`config.mk`:
```
export PLATFORM = sky130hd
export DESIGN_NAME = sram_in_ctrl_flat
export DESIGN_NICKNAME = d
export VERILOG_FILES = /design/src/rtl/sram_in_ctrl_if.sv /design/src/rtl/sram_in_ctrl.sv /design/src/flat_wrapper.sv
export SDC_FILE = /design/constraint.sdc
export NUM_CORES = 1
export LEC_CHECK = 0
export ABC_AREA = 1
export BUFFER_PORTS_ARGS = -buffer_cell sky130_fd_sc_hd__buf_4
export CORE_UTILIZATION = 45
export DETAILED_ROUTE_END_ITERATION = 7
export PLACE_DENSITY = 0.76
export SLEW_MARGIN = 20
export SYNTH_ARGS = -nofsm -noshare
export SYNTH_HDL_FRONTEND = slang
export SYNTH_SLANG_ARGS = --single-unit
```
`constraint.sdc`:
```
create_clock -name clk0 -period 1.6 [get_ports clk0]
set_input_delay 0.24 -clock clk0 [delete_from_list [all_inputs] [get_ports clk0]]
set_output_delay 0.24 -clock clk0 [all_outputs]
set_load 0.05 [all_outputs]
```
`src/rtl/sram_in_ctrl_if.sv`:
```
// sram_in_ctrl_if: write-requester, read-burst and SRAM-pin bundle for sram_in_ctrl.
interface sram_in_ctrl_if #(parameter int AW = 7, parameter int DW = 32, parameter int LW = 8);
    logic          wr_valid;
    logic          wr_ready;
    logic [AW-1:0] wr_addr;
    logic [DW-1:0] wr_data;
    logic          rd_start;
    logic [AW-1:0] rd_base;
    logic [LW-1:0] rd_len;
    logic          rd_busy;
    logic          rd_done;
    logic          rd_rvalid;
    logic [DW-1:0] rd_rdata;
    logic          par_err;
    logic          sram_csb0;
    logic          sram_web0;
    logic          sram_spare_wen0;
    logic [AW:0]   sram_addr0;
    logic [DW:0]   sram_din0;
    logic [DW:0]   sram_dout0;
    modport master (
        output wr_valid, wr_addr, wr_data, rd_start, rd_base, rd_len, sram_dout0,
        input  wr_ready, rd_busy, rd_done, rd_rvalid, rd_rdata, par_err,
        input  sram_csb0, sram_web0, sram_spare_wen0, sram_addr0, sram_din0
    );
    modport slave (
        input  wr_valid, wr_addr, wr_data, rd_start, rd_base, rd_len, sram_dout0,
        output wr_ready, rd_busy, rd_done, rd_rvalid, rd_rdata, par_err,
        output sram_csb0, sram_web0, sram_spare_wen0, sram_addr0, sram_din0
    );
endinterface

```
`src/rtl/sram_in_ctrl.sv`:
```
// sram_in_ctrl: round-robin write/read-burst arbiter in front of a 1-cycle synchronous SRAM.
// Define SRAM_IN_CTRL_PARITY_EN to store and check even parity in the spare bit.
module sram_in_ctrl #(parameter int AW = 7, parameter int DW = 32, parameter int LW = 8) (
    input logic        clk0,
    input logic        rst0,
    sram_in_ctrl_if.slave bus
);
    typedef enum logic [1:0] {IDLE, ISSUE, DRAIN} state_t;
    localparam logic [LW-1:0] MAX_BEATS = LW'(2 ** AW);
`ifdef SRAM_IN_CTRL_PARITY_EN
    localparam bit PAR_ON = 1'b1;
`else
    localparam bit PAR_ON = 1'b0;
`endif
    state_t        state, state_nx;
    logic          rst_d, blk, rd_req, wr_win, rd_win, rr_wr, z_start;
    logic          v1, v2, l1, l2, par_w, par_r;
    logic [AW-1:0] addr_q;
    logic [LW-1:0] left_q;
    // grants are held off during reset and the cycle after it
    assign blk     = rst0 | rst_d;
    assign z_start = state == IDLE && bus.rd_start && bus.rd_len == '0;
    assign wr_win  = bus.wr_valid && !blk && (!rd_req || rr_wr);
    assign rd_win  = rd_req && !wr_win;
    assign par_w   = PAR_ON & ^bus.wr_data;
    assign par_r   = PAR_ON & ^bus.sram_dout0;
    assign bus.wr_ready = wr_win;
    always_ff @(posedge clk0) state <= rst0 ? IDLE : state_nx;
    always_comb begin
        state_nx = state;
        case (state)
            IDLE:    state_nx = (bus.rd_start && bus.rd_len != '0) ? ISSUE : IDLE;
            ISSUE:   state_nx = (rd_win && left_q == LW'(1)) ? DRAIN : ISSUE;
            DRAIN:   state_nx = bus.rd_done ? IDLE : DRAIN;
            default: state_nx = IDLE;
        endcase
    end
    always_comb begin
        rd_req      = state == ISSUE && !blk;
        bus.rd_busy = state != IDLE;
    end
    always_ff @(posedge clk0) begin
        if (rst0) begin
            rst_d               <= 1'b1;
            rr_wr               <= 1'b1;
            addr_q              <= '0;
            left_q              <= '0;
            {v1, v2, l1, l2}    <= '0;
            bus.rd_rvalid       <= 1'b0;
            bus.rd_done         <= 1'b0;
            bus.rd_rdata        <= '0;
            bus.par_err         <= 1'b0;
            bus.sram_csb0       <= 1'b1;
            bus.sram_web0       <= 1'b1;
            bus.sram_spare_wen0 <= 1'b0;
            bus.sram_addr0      <= '0;
            bus.sram_din0       <= '0;
        end else begin
            rst_d <= 1'b0;
            if (rd_req && bus.wr_valid) rr_wr <= !rr_wr;
            if (state == IDLE && bus.rd_start) begin
                addr_q <= bus.rd_base;
                left_q <= (bus.rd_len > MAX_BEATS) ? MAX_BEATS : bus.rd_len;
            end else if (rd_win) begin
                addr_q <= addr_q + AW'(1);
                left_q <= left_q - LW'(1);
            end
            // beat-valid and last-beat flags follow the SRAM's read pipeline
            v1            <= rd_win;
            l1            <= rd_win && left_q == LW'(1);
            v2            <= v1;
            l2            <= l1;
            bus.rd_rvalid <= v2;
            bus.rd_done   <= (v2 && l2) || z_start;
            bus.par_err   <= v2 && par_r;
            if (v2) bus.rd_rdata <= bus.sram_dout0[DW-1:0];
            bus.sram_csb0       <= !(wr_win || rd_win);
            bus.sram_web0       <= !wr_win;
            bus.sram_spare_wen0 <= PAR_ON && wr_win;
            if (wr_win || rd_win) bus.sram_addr0 <= {1'b0, wr_win ? bus.wr_addr : addr_q};
            if (wr_win) bus.sram_din0 <= {par_w, bus.wr_data};
        end
    end
endmodule

```
`src/flat_wrapper.sv`:
```
// flat-port wrapper written by rule: the top's interface ports become plain ports
module sram_in_ctrl_flat 
#(parameter int AW = 7, parameter int DW = 32, parameter int LW = 8)
  (clk0, rst0, bus_wr_valid, bus_wr_addr, bus_wr_data, bus_rd_start, bus_rd_base, bus_rd_len, bus_sram_dout0, bus_wr_ready, bus_rd_busy, bus_rd_done, bus_rd_rvalid, bus_rd_rdata, bus_par_err, bus_sram_csb0, bus_sram_web0, bus_sram_spare_wen0, bus_sram_addr0, bus_sram_din0);
  sram_in_ctrl_if #(.AW(AW), .DW(DW), .LW(LW)) bus_i ();
  input logic clk0;
  input logic rst0;
  input wire logic [$bits(bus_i.wr_valid)-1:0] bus_wr_valid;
  input wire logic [$bits(bus_i.wr_addr)-1:0] bus_wr_addr;
  input wire logic [$bits(bus_i.wr_data)-1:0] bus_wr_data;
  input wire logic [$bits(bus_i.rd_start)-1:0] bus_rd_start;
  input wire logic [$bits(bus_i.rd_base)-1:0] bus_rd_base;
  input wire logic [$bits(bus_i.rd_len)-1:0] bus_rd_len;
  input wire logic [$bits(bus_i.sram_dout0)-1:0] bus_sram_dout0;
  output wire logic [$bits(bus_i.wr_ready)-1:0] bus_wr_ready;
  output wire logic [$bits(bus_i.rd_busy)-1:0] bus_rd_busy;
  output wire logic [$bits(bus_i.rd_done)-1:0] bus_rd_done;
  output wire logic [$bits(bus_i.rd_rvalid)-1:0] bus_rd_rvalid;
  output wire logic [$bits(bus_i.rd_rdata)-1:0] bus_rd_rdata;
  output wire logic [$bits(bus_i.par_err)-1:0] bus_par_err;
  output wire logic [$bits(bus_i.sram_csb0)-1:0] bus_sram_csb0;
  output wire logic [$bits(bus_i.sram_web0)-1:0] bus_sram_web0;
  output wire logic [$bits(bus_i.sram_spare_wen0)-1:0] bus_sram_spare_wen0;
  output wire logic [$bits(bus_i.sram_addr0)-1:0] bus_sram_addr0;
  output wire logic [$bits(bus_i.sram_din0)-1:0] bus_sram_din0;
  assign bus_i.wr_valid = bus_wr_valid;
  assign bus_i.wr_addr = bus_wr_addr;
  assign bus_i.wr_data = bus_wr_data;
  assign bus_i.rd_start = bus_rd_start;
  assign bus_i.rd_base = bus_rd_base;
  assign bus_i.rd_len = bus_rd_len;
  assign bus_i.sram_dout0 = bus_sram_dout0;
  assign bus_wr_ready = bus_i.wr_ready;
  assign bus_rd_busy = bus_i.rd_busy;
  assign bus_rd_done = bus_i.rd_done;
  assign bus_rd_rvalid = bus_i.rd_rvalid;
  assign bus_rd_rdata = bus_i.rd_rdata;
  assign bus_par_err = bus_i.par_err;
  assign bus_sram_csb0 = bus_i.sram_csb0;
  assign bus_sram_web0 = bus_i.sram_web0;
  assign bus_sram_spare_wen0 = bus_i.sram_spare_wen0;
  assign bus_sram_addr0 = bus_i.sram_addr0;
  assign bus_sram_din0 = bus_i.sram_din0;
  sram_in_ctrl #(.AW(AW), .DW(DW), .LW(LW)) u_core (.clk0(clk0), .rst0(rst0), .bus(bus_i));
endmodule
```
==> results.txt <==
The flow ran to the end, and the final reports show no timing, DRC or antenna violations. The number of nets in the layout was 794; the maximum number of pins on one net before global-route repair was 78. The non-filler instance count after layout is 812. In the routed design, unresolved DRC markers number 0.

Max-cap violations in this run came to 0. The worst hold slack after final layout was 0.09243 ns; the combined global-route utilization of all metal layers was 0.2132. The clock drives 98 sinks. The worst IR drop on VDD was 0.4911 mV; the number of global-route vias before repair was 3560. The core box area came out at 0.008678 mm^2. The critical path goes through inv_1 > nor2_2 > nand2_2 > nand2_2 > inv_4 > buf_8. The DRC violation total after the first TritonRoute iteration was 146; the final-report max-slew violation count was 0. The post-synthesis register bit count came out at 98. The tools report the warning count from the yosys run as 0. Setup repair after global routing left no endpoint under its margin.

For this run, the slowest stage of the critical path takes 0.35 ns. Summed over all instances, the cell type with the most area after synthesis is dfxtp_1. After detailed routing, the number of vias per cell comes to 4.826.

The floorplan has 34 rows. The clock root buffer was clkbuf_8. TritonCTS built the clock tree. In the final timing run, aggregate negative setup slack is 0 ns.

The detail-routed net length per standard cell is 12.45 um. Most repeated cell in the gate-level netlist after synthesis: nor2_1. Once placement finished, the instance area stood at 0.005341 mm^2. The logs give 2.661 nW for the static power due to leakage and 0.001749 mm^2 for the area taken by multi-input logic gates. The data arrival time of the critical path is 1.25 ns, and the half-perimeter wire length after detailed placement is 7234 um. For this design, the CTS-stage hold fixing added 0 buffers.

The average size of a mapped cell is 7.447 um^2, and the async set or reset register ratio after synthesis is 0. The logs give 0.6729 GHz for the maximum clock frequency and 0 for the remaining global-route overflow. Port buffering added 166 buffers.

The proportion of layout cells with a drive suffix above 1 was 0.3253; the post-synthesis cell count was 538. Counting tap cells, the placed design contains a total of 795 instances. For this run, the detailed router's first-pass iteration total came to 4. The die covers 0.009284 mm^2.

Ranked by total cell area, the synthesized netlist is headed by dfxtp_1 (49%), nor2_1 (15%), o21ai_0 (9.7%). In the synthesized netlist, the cells that appear most often are nor2_1 (161), dfxtp_1 (98), o21ai_0 (78). The clock arrives with 0.01422 ns of skew. Along the worst path, the maximum fanout reaches 3. The sequential-to-total area share from yosys stat is 0.4897, and the area overhead of the layout relative to synthesis is 38.88%. For the netlist area before placement, the log shows 0.004006 mm^2.

For the placement-stage worst setup slack, the log shows 0.1594 ns. By startpoint and endpoint, the worst setup path is classified as reg2out. The tools report the number of endpoints failing setup at the final stage as 0. At the later pin of the worst-skew pair, clock insertion delay measures 0.36 ns. CTS built an H-tree with a depth of 3.

The number of hold violations in the final report was 0. The area occupied by registers was 0.001963 mm^2; the total clock buffers created by CTS was 9. Period utilization: 0.9288. The worst setup path is launched from a flip-flop. For this block, the via count after detailed routing is 3919. Clock-pin slew was measured on the worst setup and hold paths at 0.10 ns. The die is 96.36 um tall.

The logs give 0 for the initial antenna violation count and 0.8833 for the global placer's final weighted congestion. The antenna cell count is 0, and the total wire length after detailed routing is 10110 um. For the worst setup path, the data required time is 1.36 ns. The maximum clock path buffer count was 2. The horizontal extent of the die was 96.36 um. Power density normalized to cell area: 958.5 mW/mm^2. Yosys mapped a number of flops with a built-in enable equal to 0. After layout, the minimum clock period comes to 1.486 ns. Among all flip-flop cells after synthesis, the most frequent one is dfxtp_1. The tools report the effective utilization at floorplan as 0.4616. Yosys mapped the design onto 37 distinct sky130hd cell types. The global-route wire length before repair was 15380 um; the finished layout cell area was 0.005564 mm^2. The fraction of synthesized cell area taken by the top area cell type is 0.4897, and the number of fill cells in the layout is 781. The tools report the I/O pin total as 172. In this run the worst hold path is classified as in2reg. The slowest stage of the critical path is the dfxtp_2 cell. The final core utilization was 0.6411; the count of antenna-violating nets left after detailed routing was 0.

The worst setup margin is 0.1139 ns, and the final total power is 5.333 mW. Critical path capture point type: an output port. The most frequent cell on the critical path is nand2_2.
==> path summary, 6_finish.rpt <==
kind / start / endpoint / depth (start not counted) / slack (ns)
worst min register to register: u_core.l1$_SDFF_PP0_ / u_core.l2$_SDFF_PP0_ / 2 / 0.41
worst min-delay path: bus_sram_dout0[15] / u_core.bus.rd_rdata[15]$_SDFFE_PP0P_ / 3 / 0.09
worst max register to register: u_core.state[1]$_SDFF_PP0_ / u_core.left_q[0]$_SDFFE_PP0P_ / 8 / 0.19
worst max-delay path: u_core.state[0]$_SDFF_PP0_ / bus_wr_ready / 6 / 0.11
==> metal layers <==
| metal | vias to the layer above | share of wire | GRT usage |
|---|---|---|---|
| li1 | 2019 | - | - |
| met1 | 1747 | 0.42 | 0.2435 |
| met2 | 137 | 0.48 | 0.3729 |
| met3 | 16 | 0.076 | 0.06082 |
| met4 | 0 | 0.018 | 0.08578 |
| met5 | - | 0 | 0 |
==> cells by family (layout without fill, tap and decap cells) <==
logic type,Yosys count,in the layout,share of synthesized area
compound gates,105,105,0.1440
xor+xnor,2,2,0.004373
fa+ha+maj,3,3,0.009370
buf+inv,68,231,0.07776
flops,98,98,0.4897
other cells,1,4,0.0009360
simple gates,261,261,0.2739
==> cell usage in the layout (no fill, tap or decap), types with 6 or more instances in the layout <==
cell,instances
a21oi_1,8
a31oi_1,7
buf_4,177
clkbuf_8,9
dfxtp_1,97
inv_1,31
nand2_1,61
nand2_2,6
nand3_1,14
nor2_1,160
nor2_2,7
o21ai_0,78
==> flip-flops by register name, summed over array words and instances (netlist names) <==
| signal | flops |
|---|---|
| u_core.bus.rd_rdata | 32 |
| u_core.bus.sram_din0 | 32 |
| u_core.left_q | 8 |
| u_core.addr_q | 7 |
| u_core.bus.sram_addr0 | 7 |
| u_core.state | 2 |
| u_core.bus.rd_done | 1 |
| u_core.bus.rd_rvalid | 1 |
| u_core.bus.sram_csb0 | 1 |
| u_core.bus.sram_web0 | 1 |
| u_core.l1 | 1 |
| u_core.l2 | 1 |
| u_core.rr_wr | 1 |
| u_core.rst_d | 1 |
| u_core.v1 | 1 |
| u_core.v2 | 1 |
==> worst max-delay path, delay by kind of cell (launching register included) <==
kind / cells / cell delay (ns)
buffers and inverters: 3 / 0.24
DFF: 1 / 0.35
and+or+nand+nor: 3 / 0.31
==> power breakdown <==
group          internal [mW]  total [mW]  switching, mW
sequential              2.56        2.64         0.0875
combinational          0.423        1.09          0.664
clock                  0.727        1.60          0.876
total                   3.71        5.33           1.63
==> timing repair <==
item	CTS	global route
gates resized for setup	4	3
pin swaps	0	1
buffers inserted	1	1
endpoints found under the setup margin	1	1
==> layout make-up <==
cell class,instances,share of cell area
Clock buffer,10,0.02294
Tap cell,108,0.02429
Clock inverter,5,0.01147
Timing Repair Buffer,180,0.2487
Sequential cell,98,0.3528
Multi-Input combinational cell,375,0.3144
Inverter,36,0.02541
No activity file was read; power rests on OpenSTA's default activity.
